**src/rtl/bridge_tx.sv**
```systemverilog
// Response serializer for the Manta host bridge: turns a read-data word into the
// ASCII frame 'M', uppercase hex digits (MS nibble first), CR, LF for the UART transmitter.
module bridge_tx #(
  parameter int          DATA_WIDTH = 16,
  parameter logic [7:0]  PREAMBLE   = 8'h4D
) (
  input  logic                  clk,
  input  logic                  rst_n,
  input  logic [DATA_WIDTH-1:0] rdata_i,
  input  logic                  rw_i,
  input  logic                  valid_i,
  output logic [7:0]            tx_data_o,
  output logic                  tx_valid_o,
  input  logic                  tx_ready_i,
  output logic                  busy_o,
  output logic                  overrun_o
);

  localparam int N  = DATA_WIDTH / 4;
  localparam int NW = (N > 1) ? $clog2(N) : 1;

  typedef enum logic [2:0] {IDLE, PRE, DATA, CR, LF} state_t;

  state_t                state;
  logic [NW-1:0]         nib_idx;
  logic [DATA_WIDTH-1:0] data_q;

  function automatic logic [7:0] hex_char(input logic [3:0] n);
    return (n < 4'd10) ? (8'h30 + {4'h0, n}) : (8'h37 + {4'h0, n});
  endfunction

  function automatic logic [3:0] nibble(input logic [DATA_WIDTH-1:0] d,
                                        input logic [NW-1:0] k);
    logic [DATA_WIDTH-1:0] s;
    s = d >> {k, 2'b00};
    return s[3:0];
  endfunction

  // The next byte is loaded on each handshake, so tx_data_o only moves when a byte is taken.
  always_ff @(posedge clk) begin
    if (!rst_n) begin
      state      <= IDLE;
      nib_idx    <= '0;
      data_q     <= '0;
      tx_data_o  <= 8'h00;
      tx_valid_o <= 1'b0;
      busy_o     <= 1'b0;
      overrun_o  <= 1'b0;
    end else begin
      if (valid_i && !rw_i && state != IDLE)
        overrun_o <= 1'b1;

      case (state)
        IDLE: begin
          if (valid_i && !rw_i) begin
            data_q     <= rdata_i;
            state      <= PRE;
            tx_data_o  <= PREAMBLE;
            tx_valid_o <= 1'b1;
            busy_o     <= 1'b1;
          end
        end
        PRE: begin
          if (tx_ready_i) begin
            state     <= DATA;
            nib_idx   <= NW'(N - 1);
            tx_data_o <= hex_char(nibble(data_q, NW'(N - 1)));
          end
        end
        DATA: begin
          if (tx_ready_i) begin
            if (nib_idx == '0) begin
              state     <= CR;
              tx_data_o <= 8'h0D;
            end else begin
              nib_idx   <= nib_idx - NW'(1);
              tx_data_o <= hex_char(nibble(data_q, nib_idx - NW'(1)));
            end
          end
        end
        CR: begin
          if (tx_ready_i) begin
            state     <= LF;
            tx_data_o <= 8'h0A;
          end
        end
        LF: begin
          if (tx_ready_i) begin
            state      <= IDLE;
            tx_data_o  <= 8'h00;
            tx_valid_o <= 1'b0;
            busy_o     <= 1'b0;
          end
        end
        default: begin
          state      <= IDLE;
          tx_valid_o <= 1'b0;
          busy_o     <= 1'b0;
        end
      endcase
    end
  end

endmodule

```
**config.mk**
```make
export PLATFORM = sky130hd
export DESIGN_NAME = bridge_tx
export DESIGN_NICKNAME = d
export VERILOG_FILES = /design/src/rtl/bridge_tx.sv
export SDC_FILE = /design/constraint.sdc
export NUM_CORES = 1
export LEC_CHECK = 0
export ABC_AREA = 1
export CAP_MARGIN = 30
export CORE_MARGIN = 4
export CORE_UTILIZATION = 49
export CTS_BUF_LIST = sky130_fd_sc_hd__clkbuf_8
export DETAILED_ROUTE_END_ITERATION = 8
export PLACE_DENSITY = 0.85
export SYNTH_ARGS = -nofsm -noshare
export SYNTH_HDL_FRONTEND = slang
export SYNTH_SLANG_ARGS = --single-unit
```
**constraint.sdc**
```tcl
create_clock -name clk -period 4.6 [get_ports clk]
set_clock_uncertainty 0.05 [all_clocks]
set_input_delay 0.69 -clock clk [delete_from_list [all_inputs] [get_ports clk]]
set_output_delay 0.69 -clock clk [all_outputs]
set_load 0.01 [all_outputs]
```
==> out/results.txt, run 1 <==
sequential area share after synthesis = 37.1%
vias in the first global route = 1343
crit-path cells = inv_4 > ha_1 > inv_1 > o211ai_1 > nand2_1 > ha_1 > nand2_1 > nand3_1 > nand2_1 > nand2_1 > nand2_1 > a21oi_1
# DRC = 0
initial antenna violation count = 0
Synth cell types = 29
Die Width = 65.5 um
crit path kind = flop to flop
outcome = finished clean
Worst Hold End = data_q[11]
postcts setup bufs = 0
gp weighted congestion = 0.909
CTS Buf Count = 5
Starting Density = 52.2%
synthesized area = 0.00162 mm2
CP Launch Type = flop
maximum clock path buffer count = 2
Reg area = 601 um2
PortBufs = 30
Sum Neg Setup Slack = 0 ns
Pwr Total = 1.15 mW
CP endpoint kind = flop
nets = 289
Routed WL = 3350 um
HP Start = data_q[11]
f_max = 450 MHz
post-CTS sizing = 0
share of layout cells above drive strength 1 = 11.3%
final instance area = 0.00201 mm2
first-pass GRT wire length = 5650 um
CP bufs+invs = 2
most used cell, CP = nand2_1
yosys warns = 0
drt pass-1 iters = 4
# IOs = 32
GRT Total Usage = 17.2%
# H-tree levels = 2
largest net degree at the start of global routing = 27
DP Area = 0.00193 mm2
CP Data Required Time = 4.71 ns
max_slew headroom = 56.6%
number of DRC markers after the initial detailed-route iteration = 93
most used routing layer = met2
DR vias = 1557
Leakage Power = 0.825 nW
hold buffer count at CTS = 0
Final Hold Viols = 0
CP max stage cell = dfxtp_1
fin. max-slew vios = 0
Yosys reg bits = 30
Avg Cell Area, Syn = 6.89 um2
asr flop ratio synth = 0%
Die Area = 0.00429 mm2
gr ovfl total = 0
Die Ht = 65.5 um
Post-synth EDFFs = 0
P&R area growth vs syn = 23.9%
R2R Setup Slk = 2.38 ns
FF-to-FF Start = nib_idx[0]
core area = 0.00310 mm2
FF-to-FF path depth = 12
Hold Crit Depth = 2
Critical R2R Capture = tx_data_o[4]
VDD IR max = 260 uV
minimum clock period = 2.22 ns
detailed-route vias per instance = 5.04
Worst Tran Pin Value = 0.649 ns
FILL cells = 289
GR Util met1 = 22.1%
CP Max Fanout = 10
CP Data Arrival Time = 2.33 ns
CTS tree = yes
std cell rows = 20
ANT nets after route = 0
Worst path max stage delay = 0.53 ns
Antenna Cells = 0
Util after Layout = 64.7%
fin crit share = 48.3%
Main synth FF type = dfxtp_1
# setup viols final = 0
clock root cell = clkbuf_8
Stages on worst setup path = 12
RSZ-0062 raised after global routing = false
Routed WL per cell = 10.9 um
HP Class = flop to flop
cells after synthesis = 235
hpwl dp = 2620 um
met3 usage = 5.13%
Sink Count = 30
clk slew on worst S/H paths = 0.06 ns
met2 Usage GRT = 26.7%
critical path's top delay family = adder cells
Synthesized Nets = 259
Multi-input gate area = 881 um2
Power Dens Cells = 574 mW/mm2
Clock Latency Late Sink = 0.28 ns
Max Cap Viol = 0
worst max path at each step:
stage	startpoint	slack (ns)	endpoint
finish	nib_idx[0]	2.38	tx_data_o[4]
global route	nib_idx[0]	2.10	tx_data_o[1]
CTS	nib_idx[0]	2.39	tx_data_o[4]
detailed placement	rst_n	2.27	state[0]
global placement	rst_n	2.29	state[0]
floorplan	nib_idx[0]	2.75	tx_data_o[1]
tightest hold or removal path: cells and delay by family, from the launching register on:
kind | cells | cell delay, ns
buf+inv | 1 | 0.06
flops | 1 | 0.29
compound gates | 1 | 0.05
cell type report:
type,instances,area share (%)
Clock buffer,5,3.43
Inverter,24,4.74
Sequential cell,30,29.9
Tap cell,44,2.74
Timing Repair Buffer,30,15.0
Clock inverter,2,0.374
Multi-Input combinational cell,174,43.9
sequential cells by signal (all words and copies together), names as in the netlist:
signal,flops
nib_idx,2
state,3
data_q,16
busy_o,1
tx_data_o,7
overrun_o,1
power by group:
group / internal, mW / switching [mW] / total, mW
Clock: 0.0993 / 0.0886 / 0.188
Combinational: 0.226 / 0.359 / 0.585
Sequential: 0.327 / 0.0528 / 0.379
Total: 0.651 / 0.500 / 1.15
cells in the mapped netlist (2+ instances only):
master | instances | share of area, %
a211oi_1 | 2 | 0.93
a21oi_1 | 17 | 5.3
a31oi_1 | 2 | 0.77
buf_2 | 2 | 0.62
buf_4 | 2 | 0.93
clkbuf_1 | 2 | 0.46
dfxtp_1 | 30 | 37
ha_1 | 3 | 2.3
inv_1 | 17 | 3.9
inv_2 | 4 | 0.93
inv_4 | 2 | 0.77
nand2_1 | 52 | 12
nand2_2 | 9 | 3.5
nand2_4 | 3 | 2.1
nand3_1 | 15 | 4.6
nor2_1 | 28 | 6.5
nor2_4 | 4 | 2.8
nor3_1 | 2 | 0.62
o211ai_1 | 2 | 0.93
o21ai_0 | 24 | 7.4
o21ai_1 | 5 | 1.5
cell families after synthesis:
family	after synthesis	share of synthesized area, %
flops	30	37.1
compound gates	55	18.8
buf+inv	31	8.57
fa+ha+maj	3	2.32
xor+xnor	1	0.541
simple gates	114	32.5
other cells	1	0.231
metal layers:
metal	part of all wire, %	vias to the layer above
met1	46	688
met4	2.0	0
met2	46	37
met5	0	-
li1	-	824
met3	6.2	8
layout by cell type, fill, tap and decap left out, drive strengths merged:
cell and instances:
nand3 15, a31oi 2, dfxtp 30, o211ai 2, nor2 33, nand2 64, o21ai 30, a221oi 1
conb 1, a21oi 17, o21bai 1, nor3 2, clkinv 1, clkbuf 5, inv 25, ha 3
a211oi 2, clkdlybuf4s50 30, xor2 1
through the flow:
stage	instances	setup WS (ns)	hold WS, ns
finish	309	2.38	0.408
global route	309	2.10	0.444
CTS	309	2.39	0.412
detailed placement	302	2.27	0.403
global placement	302	2.29	0.396
floorplan	235	2.75	0.379
Note: power is estimated with default switching activity, not from simulation.
==> run 2: changes to the inputs <==
==> constraint.sdc (replaced) <==
create_clock -name clk -period 2.3 [get_ports clk]
set_clock_uncertainty 0.05 [all_clocks]
set_input_delay 0.345 -clock clk [delete_from_list [all_inputs] [get_ports clk]]
set_output_delay 0.345 -clock clk [all_outputs]
set_load 0.01 [all_outputs]
==> out/results.txt, run 2 (synthesis gave the netlist of run 1 again) <==
outcome = finished clean
most frequent cells in the layout = 52 x nand2_1, 30 x dfxtp_1, 30 x clkdlybuf4s50_1, 28 x nor2_1, 24 x o21ai_0
dpl cells = 304
CTS tree = yes
GRT Total Usage = 18.9%
Int Pwr = 1.35 mW
minimum clock period = 2.05 ns
gr ovfl total = 0
clock root cell = clkbuf_8
Largest register FFs = 16
Die Width = 65.5 um
Power Dens Cells = 1170 mW/mm2
HP Class = flop to flop
FF-to-FF Start = nib_idx[0]
origin of the worst setup path = nib_idx[0]
post-CTS sizing = 0
PortBufs = 30
clk slew on worst S/H paths = 0.06 ns
Max Cap Viol = 0
Hold Crit Depth = 2
RSZ-0062 raised after global routing = false
maximum clock path buffer count = 2
CP Data Arrival Time = 2.17 ns
fin crit share = 89.3%
sw frac = 43.6%
Die Area = 0.00429 mm2
worst setup path endpoint = tx_data_o[4]
Leakage Power = 0.840 nW
Critical R2R Capture = tx_data_o[4]
FF-to-FF path depth = 12
CTS Buf Count = 5
switching pwr = 1.04 mW
Clock Latency Late Sink = 0.28 ns
initial antenna violation count = 0
DR vias = 1592
hpwl dp = 2700 um
Util after Layout = 65.7%
CP Launch Type = flop
nets = 291
Largest Register = data_q
R2R Setup Slk = 0.25 ns
most common cell after layout, fill and taps aside = nand2_1
Combinational Power Share = 50.7%
Flop pwr share = 31.4%
core area = 0.00310 mm2
CP Data Required Time = 2.41 ns
Sink Count = 30
postcts setup bufs = 0
hold buffer count at CTS = 0
P&R area growth vs syn = 25.8%
# DRC = 0
detailed-route vias per instance = 5.10
largest net degree at the start of global routing = 27
Clock Power Share = 17.9%
Sum Neg Setup Slack = 0 ns
share of layout cells above drive strength 1 = 13.1%
gp weighted congestion = 0.894
largest registers = data_q x16, tx_data_o x7, state x3
vias in the first global route = 1464
# setup viols final = 0
VDD IR max = 467 uV
f_max = 487 MHz
CP Max Fanout = 10
Routed WL = 3600 um
fin. max-slew vios = 0
crit path kind = flop to flop
first-pass GRT wire length = 6220 um
fin cells = 312
Final Hold Viols = 0
# IOs = 32
# H-tree levels = 2
Fin Hold WS = 0.406 ns
Starting Density = 52.2%
number of DRC markers after the initial detailed-route iteration = 127
Routed WL per cell = 11.5 um
ANT nets after route = 0
std cell rows = 20
Antenna Cells = 0
Die Ht = 65.5 um
drt pass-1 iters = 4
CP endpoint kind = flop
==> run 2: worst min path at each step <==
stage                 endpoint  slack [ns]       start
finish              data_q[11]        0.41  data_q[11]
global route        data_q[11]        0.43  data_q[11]
CTS                  data_q[7]        0.40   data_q[7]
detailed placement   data_q[7]        0.39   data_q[7]
global placement     data_q[3]        0.39   data_q[3]
floorplan           data_q[11]        0.38  data_q[11]
==> run 2: cell type report <==
cell class,count,area (um2)
clock buffers,6,82.6
clock inverters,2,8.76
well taps,44,55.1
repair buffers,32,315
multi-input cells,174,881
flip-flops and latches,30,601
fillers,300,1060
inverters,24,95.1
==> run 2: critical path, stage by stage (launching register included) <==
cell and delay (ns):
dfxtp_1 0.38, inv_4 0.08, ha_1 0.41, inv_2 0.11, o211ai_1 0.12, nand2_1 0.12, ha_1 0.23, nand2_1 0.11
nand3_1 0.08, nand2_1 0.09, nand2_1 0.05, nand2_1 0.06, a21oi_1 0.05
==> run 2: metrics by stage <==
step | setup WS, ns | power, mW | area (um2)
3_5_place_dp | 0.234 | 1.95 | 1950
6_report | 0.246 | 2.39 | 2040
3_3_place_gp | 0.292 | 1.92 | 1950
4_1_cts | 0.199 | 2.40 | 2040
2_1_floorplan | 0.446 | 1.65 | 1620
5_1_grt | 0.0500 | 2.61 | 2040
==> run 2: power groups by stage <==
stage               Clock (mW)  Combinational, mW  Sequential (mW)
CTS                      0.438               1.21            0.751
finish                   0.429               1.21            0.750
floorplan                    0              0.886            0.761
global route             0.465               1.38            0.768
global placement             0               1.17            0.758
detailed placement           0               1.19            0.760
==> run 2: layer usage <==
layer	wire [um]	GRT usage, %
met5	0	0
met4	93	9.59
met3	214	5.47
met2	1670	29.6
met1	1620	23.6
==> run 3: changes to the inputs <==
--- a/config.mk
+++ b/config.mk
@@ -7,11 +7,13 @@
 export LEC_CHECK = 0
 export ABC_AREA = 1
 export CAP_MARGIN = 30
+export CELL_PAD_IN_SITES_DETAIL_PLACEMENT = 1
+export CELL_PAD_IN_SITES_GLOBAL_PLACEMENT = 2
 export CORE_MARGIN = 4
-export CORE_UTILIZATION = 49
+export CORE_UTILIZATION = 29
 export CTS_BUF_LIST = sky130_fd_sc_hd__clkbuf_8
 export DETAILED_ROUTE_END_ITERATION = 8
-export PLACE_DENSITY = 0.85
+export PLACE_DENSITY = 0.91
 export SYNTH_ARGS = -nofsm -noshare
 export SYNTH_HDL_FRONTEND = slang
 export SYNTH_SLANG_ARGS = --single-unit
==> out/results.txt, run 3 (synthesis gave the netlist of run 1 again) <==
final instance area = 0.00208 mm2
crit path kind = flop to flop
largest net degree at the start of global routing = 19
std cell rows = 26
Reg area = 601 um2
CTS Buf Count = 5
# H-tree levels = 2
maximum clock path buffer count = 2
Multi-input gate area = 881 um2
first-pass GRT wire length = 7690 um
CP Data Required Time = 2.41 ns
drt pass-1 iters = 4
nets = 292
post-CTS sizing = 0
Largest Register = data_q
DR vias = 1582
VDD IR max = 329 uV
CP Data Arrival Time = 2.15 ns
gp weighted congestion = 0.819
# IOs = 32
CP Max Fanout = 10
Routed WL = 4460 um
most used cell, CP = nand2_1
crit-path cells = inv_4 > ha_1 > inv_1 > o211ai_1 > nand2_1 > ha_1 > nand2_1 > nand3_1 > nand2_1 > nand2_1 > nand2_1 > a21oi_1
most frequent cells in the layout = 52 x nand2_1, 30 x dfxtp_1, 30 x clkdlybuf4s50_1, 28 x nor2_1, 24 x o21ai_0
RSZ-0062 raised after global routing = false
worst slack, placed = 0.278 ns
Largest register FFs = 16
Routed WL per cell = 13.2 um
most common cell after layout, fill and taps aside = nand2_1
PnR worst setup slack = 0.258 ns
hold buffer count at CTS = 0
FILL cells = 689
fin crit share = 88.8%
ANT nets after route = 0
clock root cell = clkbuf_8
Pwr Total = 2.44 mW
CP endpoint kind = flop
detailed-route vias per instance = 4.67
Die Area = 0.00685 mm2
initial antenna violation count = 0
gr ovfl total = 0
PortBufs = 30
DP Area = 0.00199 mm2
Die Ht = 82.7 um
CTS tree = yes
postcts setup bufs = 0
CP max stage cell = ha_1
hpwl dp = 3580 um
Max Cap Viol = 0
minimum clock period = 2.04 ns
Sum Neg Setup Slack = 0 ns
Leakage Power = 0.845 nW
number of DRC markers after the initial detailed-route iteration = 45
Power Dens Cells = 1170 mW/mm2
GRT Total Usage = 14.8%
Starting Density = 30.7%
vias in the first global route = 1645
Clock Latency Late Sink = 0.28 ns
HP Class = flop to flop
Fin Hold WS = 0.406 ns
Antenna Cells = 0
outcome = finished clean
clk slew on worst S/H paths = 0.06 ns
# setup viols final = 0
largest registers = data_q x16, tx_data_o x7, state x3
P&R area growth vs syn = 28.3%
# DRC = 0
CP Launch Type = flop
fin. max-slew vios = 0
share of layout cells above drive strength 1 = 13.0%
Sink Count = 30
Die Width = 82.7 um
Final Hold Viols = 0
f_max = 490 MHz
core area = 0.00527 mm2
R2R Setup Slk = 0.26 ns
Worst path max stage delay = 0.39 ns
[run 3: cell types whose count changed in the layout (fill, tap and decap cells not counted), sizes merged]
cell / delta
buf: +1
[run 3: stage by stage]
| step | std cells | utilization (%) |
|---|---|---|
| 5_1_grt | 339 | 39.4 |
| 2_1_floorplan | 235 | - |
| 3_5_place_dp | 331 | 37.7 |
| 3_3_place_gp | 331 | 37.7 |
| 6_report | 339 | 39.4 |
| 4_1_cts | 339 | 39.4 |
[run 3: worst paths after layout]
| path | startpoint | end | cells past startpoint |
|---|---|---|---|
| max | nib_idx[0] | tx_data_o[4] | 12 |
| min reg2reg | data_q[7] | data_q[7] | 2 |
| max reg2reg | nib_idx[0] | tx_data_o[4] | 12 |
| min | data_q[7] | data_q[7] | 2 |
[run 3: cell type report]
class                   instances  share of cell area [%]
well taps                      70                    4.21
repair buffers                 33                    15.5
clock inverters                 2                   0.421
multi-input cells             174                    42.4
flip-flops and latches         30                    28.9
clock buffers                   6                    3.97
inverters                      24                    4.58
[run 3: worst max-delay path, delay by kind of cell (launching register included)]
family / cells / cell delay [ns]
AO/OA/AOI/OAI: 2 / 0.17
buffers and inverters: 2 / 0.23
AND/OR/NAND/NOR: 6 / 0.48
adder cells (fa/ha/maj): 2 / 0.63
flip-flops: 1 / 0.37
[run 3: metal layers]
metal / global-route usage, % / share of wire (%) / wire length, um / up-vias
li1: - / - / - / 830
met1: 20.4 / 51 / 2270 / 715
met2: 22.4 / 43 / 1900 / 29
met3: 3.15 / 4.8 / 215 / 8
met4: 5.88 / 1.8 / 81 / 0
met5: 0 / 0 / 0 / -
[run 3: power breakdown]
part	switching [mW]	internal, mW	leakage (nW)	total [mW]
clock network	0.200	0.237	0.0524	0.436
logic	0.786	0.465	0.546	1.25
registers	0.0977	0.653	0.246	0.751
total	1.08	1.35	0.845	2.44
